--- src/rtl/sevenseg_pkg.sv ---
// -----------------------------------------------------------------------------
// sevenseg_pkg
// Shared constants for the multiplexed seven-segment driver: true-high segment
// codes for the decimal digits, the blank pattern, and the code-to-segment
// conversion function used by sevenseg_decode.
// Segment bit order is {g,f,e,d,c,b,a}.
// -----------------------------------------------------------------------------
package sevenseg_pkg;

   localparam logic [6:0] SEG_0     = 7'h3F;
   localparam logic [6:0] SEG_1     = 7'h06;
   localparam logic [6:0] SEG_2     = 7'h5B;
   localparam logic [6:0] SEG_3     = 7'h4F;
   localparam logic [6:0] SEG_4     = 7'h66;
   localparam logic [6:0] SEG_5     = 7'h6D;
   localparam logic [6:0] SEG_6     = 7'h7D;
   localparam logic [6:0] SEG_7     = 7'h07;
   localparam logic [6:0] SEG_8     = 7'h7F;
   localparam logic [6:0] SEG_9     = 7'h6F;
   localparam logic [6:0] SEG_BLANK = 7'h00;

   // Codes 10..15 are not decimal digits and show nothing.
   function automatic logic [6:0] bcd_to_seg(input logic [3:0] code);
      logic [6:0] seg_v;
      case (code)
         4'd0:    seg_v = SEG_0;
         4'd1:    seg_v = SEG_1;
         4'd2:    seg_v = SEG_2;
         4'd3:    seg_v = SEG_3;
         4'd4:    seg_v = SEG_4;
         4'd5:    seg_v = SEG_5;
         4'd6:    seg_v = SEG_6;
         4'd7:    seg_v = SEG_7;
         4'd8:    seg_v = SEG_8;
         4'd9:    seg_v = SEG_9;
         default: seg_v = SEG_BLANK;
      endcase
      return seg_v;
   endfunction

endpackage

--- src/rtl/sevenseg_decode.sv ---
// -----------------------------------------------------------------------------
// sevenseg_decode
// Purely combinational BCD to seven-segment decoder (true-high segments).
//   code_i : 4-bit digit code
//   seg_o  : segments {g,f,e,d,c,b,a}, 1 = lit
// -----------------------------------------------------------------------------
module sevenseg_decode
   import sevenseg_pkg::*;
(
   input  logic [3:0] code_i,
   output logic [6:0] seg_o
);

   assign seg_o = bcd_to_seg(code_i);

endmodule

--- src/rtl/sevenseg_mux.sv ---
// -----------------------------------------------------------------------------
// sevenseg_mux
// Time-multiplexed driver for a NUM_DIGITS seven-segment display. A prescaler
// holds each digit for REFRESH_DIV cycles; new values are staged in a shadow
// register and only reach the display register at a frame wrap, so a frame is
// never shown half old / half new.
//   clk, rst     : clock, synchronous active-high reset
//   load         : one-cycle strobe capturing bcd_in / dp_in
//   bcd_in       : digit codes, nibble 0 = least significant digit
//   dp_in        : decimal-point enables, one per digit
//   blank_lz     : live leading-zero suppression enable
//   seg, dp, an  : registered segment / decimal point / digit enables
//   frame_done   : registered one-cycle pulse per frame
// -----------------------------------------------------------------------------
module sevenseg_mux
   import sevenseg_pkg::*;
#(
   parameter int NUM_DIGITS     = 4,
   parameter int REFRESH_DIV    = 50000,
   parameter bit SEG_ACTIVE_LOW = 1'b1,
   parameter bit AN_ACTIVE_LOW  = 1'b1
) (
   input  logic                    clk,
   input  logic                    rst,
   input  logic                    load,
   input  logic [4*NUM_DIGITS-1:0] bcd_in,
   input  logic [NUM_DIGITS-1:0]   dp_in,
   input  logic                    blank_lz,
   output logic [6:0]              seg,
   output logic                    dp,
   output logic [NUM_DIGITS-1:0]   an,
   output logic                    frame_done
);

   localparam int BCD_W = 4 * NUM_DIGITS;
   localparam int CNT_W = (REFRESH_DIV > 1) ? $clog2(REFRESH_DIV) : 1;
   localparam int IDX_W = (NUM_DIGITS > 1) ? $clog2(NUM_DIGITS) : 1;

   localparam logic [CNT_W-1:0]      CNT_MAX = CNT_W'(REFRESH_DIV - 1);
   localparam logic [IDX_W-1:0]      IDX_MAX = IDX_W'(NUM_DIGITS - 1);
   // Off levels; XOR-ing a true-high value with these applies the polarity.
   localparam logic [6:0]            SEG_OFF = SEG_ACTIVE_LOW ? 7'h7F : 7'h00;
   localparam logic                  DP_OFF  = SEG_ACTIVE_LOW;
   localparam logic [NUM_DIGITS-1:0] AN_OFF  = AN_ACTIVE_LOW ? {NUM_DIGITS{1'b1}}
                                                             : {NUM_DIGITS{1'b0}};
   localparam logic [NUM_DIGITS-1:0] AN_RST  = AN_OFF ^ NUM_DIGITS'(1);

   logic [CNT_W-1:0]      cnt_q, cnt_d;
   logic [IDX_W-1:0]      idx_q, idx_d;
   logic                  pend_q, pend_d;
   logic [BCD_W-1:0]      shadow_bcd_q, shadow_bcd_d;
   logic [NUM_DIGITS-1:0] shadow_dp_q, shadow_dp_d;
   logic [BCD_W-1:0]      disp_bcd_q, disp_bcd_d;
   logic [NUM_DIGITS-1:0] disp_dp_q, disp_dp_d;
   logic                  wrap_q;
   logic [6:0]            seg_q, seg_d;
   logic                  dp_q, dp_d;
   logic [NUM_DIGITS-1:0] an_q, an_d;
   logic                  frame_done_q;

   logic                  tc_s;
   logic                  wrap_s;
   logic [3:0]            digit_s [NUM_DIGITS];
   logic [NUM_DIGITS-1:0] zero_run_s;
   logic [3:0]            sel_code_s;
   logic [6:0]            dec_seg_s;
   logic                  lz_blank_s;
   logic [6:0]            seg_lit_s;
   logic                  dp_lit_s;
   logic [NUM_DIGITS-1:0] an_hot_s;

   assign tc_s   = (cnt_q == CNT_MAX);
   assign wrap_s = tc_s && (idx_q == IDX_MAX);

   // zero_run_s[k] is set when digits k..NUM_DIGITS-1 are all zero.
   for (genvar g = 0; g < NUM_DIGITS; g++) begin : g_digits
      assign digit_s[g]    = disp_bcd_q[4*g +: 4];
      assign zero_run_s[g] = (disp_bcd_q[BCD_W-1:4*g] == '0);
   end

   assign sel_code_s = digit_s[idx_q];

   sevenseg_decode u_decode (
      .code_i (sel_code_s),
      .seg_o  (dec_seg_s)
   );

   // Digit 0 is never suppressed, so the index must be non-zero to blank.
   assign lz_blank_s = blank_lz && (idx_q != '0) && zero_run_s[idx_q];

   // Scan counters and tear-free shadow/display update
   always_comb begin
      cnt_d        = cnt_q;
      idx_d        = idx_q;
      pend_d       = pend_q;
      shadow_bcd_d = shadow_bcd_q;
      shadow_dp_d  = shadow_dp_q;
      disp_bcd_d   = disp_bcd_q;
      disp_dp_d    = disp_dp_q;

      if (tc_s) begin
         cnt_d = '0;
         if (wrap_s) begin
            idx_d = '0;
         end else begin
            idx_d = idx_q + IDX_W'(1);
         end
      end else begin
         cnt_d = cnt_q + CNT_W'(1);
      end

      // The display register only ever changes on the frame wrap; a load on
      // that very cycle bypasses the shadow so it is not delayed a frame.
      if (wrap_s) begin
         pend_d = 1'b0;
         if (load) begin
            disp_bcd_d = bcd_in;
            disp_dp_d  = dp_in;
         end else if (pend_q) begin
            disp_bcd_d = shadow_bcd_q;
            disp_dp_d  = shadow_dp_q;
         end else begin
            disp_bcd_d = disp_bcd_q;
            disp_dp_d  = disp_dp_q;
         end
      end else if (load) begin
         shadow_bcd_d = bcd_in;
         shadow_dp_d  = dp_in;
         pend_d       = 1'b1;
      end else begin
         pend_d = pend_q;
      end
   end

   // Output pattern for the current index, polarity applied last
   always_comb begin
      an_hot_s        = '0;
      an_hot_s[idx_q] = 1'b1;
      if (lz_blank_s) begin
         seg_lit_s = SEG_BLANK;
         dp_lit_s  = 1'b0;
      end else begin
         seg_lit_s = dec_seg_s;
         dp_lit_s  = disp_dp_q[idx_q];
      end
      seg_d = seg_lit_s ^ SEG_OFF;
      dp_d  = dp_lit_s ^ DP_OFF;
      an_d  = an_hot_s ^ AN_OFF;
   end

   // State and output registers with synchronous reset
   always_ff @(posedge clk) begin
      if (rst) begin
         cnt_q        <= '0;
         idx_q        <= '0;
         pend_q       <= 1'b0;
         shadow_bcd_q <= {BCD_W{1'b1}};
         shadow_dp_q  <= '0;
         disp_bcd_q   <= {BCD_W{1'b1}};
         disp_dp_q    <= '0;
         wrap_q       <= 1'b0;
         seg_q        <= SEG_OFF;
         dp_q         <= DP_OFF;
         an_q         <= AN_RST;
         frame_done_q <= 1'b0;
      end else begin
         cnt_q        <= cnt_d;
         idx_q        <= idx_d;
         pend_q       <= pend_d;
         shadow_bcd_q <= shadow_bcd_d;
         shadow_dp_q  <= shadow_dp_d;
         disp_bcd_q   <= disp_bcd_d;
         disp_dp_q    <= disp_dp_d;
         wrap_q       <= wrap_s;
         seg_q        <= seg_d;
         dp_q         <= dp_d;
         an_q         <= an_d;
         // Delayed one extra stage so the pulse lines up with the first
         // output cycle of digit 0 in the new frame.
         frame_done_q <= wrap_q;
      end
   end

   assign seg        = seg_q;
   assign dp         = dp_q;
   assign an         = an_q;
   assign frame_done = frame_done_q;

endmodule

--- config.mk ---
export PLATFORM = sky130hd
export DESIGN_NAME = sevenseg_mux
export DESIGN_NICKNAME = d
export VERILOG_FILES = /design/src/rtl/sevenseg_pkg.sv /design/src/rtl/sevenseg_decode.sv /design/src/rtl/sevenseg_mux.sv
export SDC_FILE = /design/constraint.sdc
export NUM_CORES = 1
export LEC_CHECK = 0
export CORE_MARGIN = 10
export CORE_UTILIZATION = 25
export CTS_BUF_LIST = sky130_fd_sc_hd__clkbuf_2 sky130_fd_sc_hd__clkbuf_4 sky130_fd_sc_hd__clkbuf_8
export CTS_CLUSTER_SIZE = 16
export DETAILED_ROUTE_END_ITERATION = 6
export GPL_ROUTABILITY_DRIVEN = 0
export PLACE_DENSITY_LB_ADDON = 0.05
export SYNTH_ARGS = -nofsm -noshare
export SYNTH_HDL_FRONTEND = slang
export SYNTH_SLANG_ARGS = --single-unit
--- constraint.sdc ---
create_clock -name clk -period 3.43 [get_ports clk]
set_input_delay 0.5145 -clock clk [delete_from_list [all_inputs] [get_ports clk]]
set_output_delay 0.5145 -clock clk [all_outputs]
set_load 0.1 [all_outputs]
After elaboration in Yosys (flattened, before gate mapping)
Memories as Yosys holds them, arrays and structs flattened.
Index checks and enable logic that the tools add are counted.
- register bits: 73
- ROM bits: 112
- input port bits: 24
- output and inout port bits: 13
- word-level logic and storage cells: 55
- memories kept: 1
- memories (memory ; words ; bits a word ; rd ports ; clocked after memory_dff ; write ports ; line ; source):
    (no name shown) ; 16 ; 7 ; 1 ; 0 ; 0 ; sevenseg_pkg.sv:25 ; case (code)
- add/subtract/negate cells: 2
- $lt $le $gt $ge: 3
- equal/unequal tests: 2
- multiplexer cells: 16
- bitwise gates (word level): 5
- reduce and logical (&&, ||, !) cells: 14
- operators by type and width (cell ; number):
    $mux 16 ; 2
    $add 16x1->16 const B ; 1
    $eq 16x16->1 const B ; 1
    $logic_not 16->1 ; 1
    $mux 4 ; 4
    $logic_not 12->1 ; 1
    $bmux 4 s2 ; 1
    $logic_not 8->1 ; 1
    $mux 7 ; 1
    $not 7->7 ; 1
    $bmux 1 s2 ; 2
    $logic_and 1x1->1 ; 4
    $logic_not 4->1 ; 1
    $mux 1 ; 4
    $not 4->4 ; 1
    $reduce_and 2->1 ; 2
    $reduce_bool 2->1 ; 2
    $reduce_or 2->1 ; 2
    $ge 3x3->1 const B ; 1
    $lt 2x3->1 const B ; 1
    $not 2->3 ; 1
    $add 2x1->2 const B ; 1
    $demux 1 s2 ; 1
    $eq 2x2->1 const B ; 1
    3 further kinds ; 4

Longest topological paths before layout
An unclocked memory read counts as a cell.
- depth after elaboration: 7
- gate-level depth with buffers: 8
- depth with buffers taken out: 7

By module
A second synthesis with hierarchy kept.
- cell total of the unflattened synthesis: 371
- area, all modules: 3378.2 um2
- modules (own cells, without submodules) (module ; instances ; cells an instance ; area each (um2) ; seq. area each (um2)):
    sevenseg_mux ; 1 ; 343 ; 3159.3 ; 1461.4
    sevenseg_decode ; 1 ; 28 ; 219.0 ; 0.0

Least setup slack after synthesis
Ideal clock, no wire load.
- kind: register to register
- start: reg idx_q[0]
- end: reg seg_q[1] (netlist: seg[1])
- setup time: 123 ps
- data arrival time: 1613 ps
- data required time: 3307 ps
- path slack: 1694 ps
- stages on the path, launching flop included: 7
- path buffers: 1
- clock period less this slack: 1736 ps
- cell sequence: dfxtp_1 -> buf_6 -> mux4_2 -> inv_1 -> ha_1 -> o22ai_1 -> nand2_1
- word-level cells in the longest chain between the ends: 7
- elaborated cells between the ends (all ways): 12
- those cells by class: mux: 6; bitwise: 2; reduce/logical: 3; memory: 1
- RTL lines (element ; line ; source):
    from (decl) ; sevenseg_mux.sv:49 ; logic [IDX_W-1:0] idx_q, idx_d;
    from (signal assigned) ; sevenseg_mux.sv:168 ; idx_q <= idx_d;
    $not 2->3 (implied by the code) ; sevenseg_mux.sv:81 ; assign sel_code_s = digit_s[idx_q];
    $bmux 4 s2 ; sevenseg_mux.sv:81 ;
    $mux 4 (implied by the code) (2 in a row) ; sevenseg_mux.sv:81 ;
    $mem_v2 16x7 ; n/a ;
    $mux 7 (*) ; sevenseg_mux.sv:139 ; if (lz_blank_s) begin
    $not 7->7 (no source line) (*) ; n/a ;
    to (signal assigned) ; sevenseg_mux.sv:175 ; seg_q <= seg_d;
    to (decl) ; sevenseg_mux.sv:56 ; logic [6:0] seg_q, seg_d;
Mark *: on every way between the ends. The rest lies on a longest branch, timed or not. The select of a mux whose other input is x is not followed.
A chain may end at the register's enable or synchronous reset.

Worst setup path after layout
- start: reg an_q[0] (netlist: an[0])
- end: out an[0]
- RTL lines (element ; line ; source):
    from (decl) ; sevenseg_mux.sv:58 ; logic [NUM_DIGITS-1:0] an_q, an_d;
    from (signal assigned) ; sevenseg_mux.sv:177 ; an_q <= an_d;
    to (decl) ; sevenseg_mux.sv:31 ; output logic [NUM_DIGITS-1:0] an,
No word-level cell between the ends.

==> flow_summary.toml <==
[clocking]
cts_hold_buf = 0
clkLatencyLatePin_ns = 0.36
cts.root.buffer_cell = "clkbuf_8"
cts_setup_buffers = 0
numCtsBuffers = 9
clkSlewWorstSetupHoldPaths_ns = 0.07
cts_tree = "built"
cts_buffer_depth = 2
cts_resized = 0
htree_num_levels = 3
clock_sinks = 73

[routing]
route.detailed.drc = 0
wl_per_cell_um = 14.0
wl_mm = 8.08
drt_iter0_drc = 96
drtAntennaViolNets = 0
dr.pass1.iters = 4
viasPerCell = 4.44
vias = 2569

[synth]
synthesis.area_um2 = 3460
syn-instance-count = 374
synthFlopType = "dfxtp_1"
syn_avg_cell_area_um2 = 9.24
yosys_warnings = 0
ys_seq_area_share_pct = 42.3
synth_edf_count = 0
async_reset_ff_share_pct = 0
synth_cell_types = 40
synth-seq-cells = 73
synthesis.nets = 408

[final_layout]
fillers = 1416
design_area_um2 = 4100
final_common_cell = "dfxtp_1"
drive_above_1_share_pct = 7.46
syn_to_final_growth_pct = 18.7
nNetsFinal = 433
n_antenna_cell = 0
mostFrequentLayoutCells = "dfxtp_1 (73), nor2_1 (66), mux2i_1 (41), clkdlybuf4s50_1 (35), nand2_1 (23)"

[setup_path]
required_ns = 2.92
critPathCaptureType = "output port"
crit_slowest_cell = "clkdlybuf4s50_1"
critPathKind = "flip-flop to output port"
slowest_delay_ns = 1.15
worstPathArrival_ns = 1.84
path_buf_inv = 1
path_cells = "clkdlybuf4s50_1"
worst-path-max-fanout = 1
start_kind = "flip-flop"
cp_top_family = "buffers and inverters"

[floorplanning]
core_um2 = 13400
dieArea_um2 = 18900
core.rowCount = 42
io_pins = 37
die_w_um = 138
dieHeight_um = 138
start_util_pct = 25.8

[sta]
fmax_mhz = 425
slew-limit-headroom_pct = 33.7
rsz0062_at_grt = "no"
maxSlewViolCount = 0
setup_tns_ns = 0
skew_ns = 0.00904
timing.final.crit_period_ns = 2.35
setup_viol = 0
hold_viol = 0
worstMarginPinSlew_ns = 0.992
fin_crit_sh_pct = 68.6

[placed_design]
io_buffer_count = 36
placed_cell_area_um2 = 3930
hpwl_mm = 5.65

[global_routing]
antenna_found_initial = 0
grt_start_max_net_pins = 73
grt_pass1_wl_mm = 13.4
overflow = 0
grt_usage_pct = 9.10
grt_pass1_vias = 2608

[run_status]
status = "finished clean"

[power]
p_leak_nw = 1.63
powerDensity_nw_per_um2 = 393
ir_worst_vdd_mv = 0.207

[job]
cap_viol_max_count = 0

[hold_path]
hold_path.class = "flip-flop to flip-flop"
==> power breakdown <==
group	switching [W]	internal (W)	leakage [nW]
combinational	0.0000654	0.0000587	0.949
sequential	0.00000892	0.000866	0.595
clock	0.000323	0.000292	0.0871
==> area by class of cell <==
type / instances / area [µm²] / area share, %
multi-input combinational: 266 / 1840 / 44.8
timing repair buffer: 39 / 378 / 9.21
clock inverter: 3 / 17.5 / 0.427
clock buffer: 11 / 151 / 3.69
sequential: 73 / 1460 / 35.6
tap: 176 / 220 / 5.37
inverter: 10 / 37.5 / 0.915
==> sequential cells by signal, summed over array words and instances (netlist names), 2 cells and up <==
signal        flops
an                4
disp_dp_q         4
idx_q             2
seg               7
shadow_bcd_q     16
shadow_dp_q       4
cnt_q            16
disp_bcd_q       16
==> synth_stat cells (5+ instances only) <==
| library cell | instances | area share, % |
|---|---|---|
| a211oi_1 | 18 | 3.9 |
| a21oi_1 | 6 | 0.87 |
| and3_1 | 7 | 1.3 |
| buf_2 | 6 | 0.87 |
| clkbuf_1 | 14 | 1.5 |
| dfxtp_1 | 73 | 42 |
| ha_1 | 10 | 3.6 |
| inv_1 | 10 | 1.1 |
| mux2i_1 | 41 | 12 |
| mux4_2 | 5 | 3.3 |
| nand2_1 | 23 | 2.5 |
| nand3_1 | 5 | 0.72 |
| nand4_1 | 10 | 1.8 |
| nor2_1 | 66 | 7.2 |
| nor2b_1 | 18 | 3.3 |
| nor3_1 | 5 | 0.72 |
| nor4_1 | 5 | 0.91 |
| o21ai_0 | 7 | 1.0 |
| xor2_1 | 7 | 1.8 |
==> final timing paths <==
kind	start	endpoint	slack, ns	cells after the start
setup reg to reg	idx_q[0]$_SDFFE_PP0P_	seg[1]$_SDFF_PP1_	1.32	5
setup / recovery	an[0]$_SDFF_PP0_	an[0]	1.08	1
hold reg to reg	wrap_q$_SDFF_PP0_	frame_done$_SDFF_PP0_	0.45	1
hold / removal	wrap_q$_SDFF_PP0_	frame_done$_SDFF_PP0_	0.45	1
==> layer usage <==
layer | up-vias | routed length (µm) | GRT usage [%]
met4 | 0 | 100 | 2.99
li1 | 1349 | - | -
met2 | 44 | 3510 | 13.6
met1 | 1168 | 4090 | 11.5
met5 | - | 0 | 0
met3 | 8 | 373 | 3.97
==> stage by stage <==
| stage | cells | hold slack [ns] | power, W | setup WS [ns] | util, % |
|---|---|---|---|---|---|
| 2_1_floorplan | 374 | 0.414 | 0.000971 | 1.69 | - |
| 3_3_place_gp | 564 | 0.433 | 0.00102 | 1.16 | 29.4 |
| 3_5_place_dp | 564 | 0.431 | 0.00102 | 1.12 | 29.4 |
| 4_1_cts | 578 | 0.450 | 0.00166 | 1.04 | 30.6 |
| 5_1_grt | 578 | 0.470 | 0.00171 | 1.01 | 30.6 |
| 6_report | 578 | 0.450 | 0.00161 | 1.08 | 30.6 |
==> logic make-up after synthesis <==
family	after synthesis	synth area share, %
AOI/OAI and AO/OA	42	8.22
xor gates and xnor gates	11	2.79
adders and majority gates	10	3.62
buffers and inverters	35	4.67
DFF	73	42.3
muxes	46	15.1
and+or+nand+nor	157	23.3
Note: power is estimated with default switching activity, not from simulation.
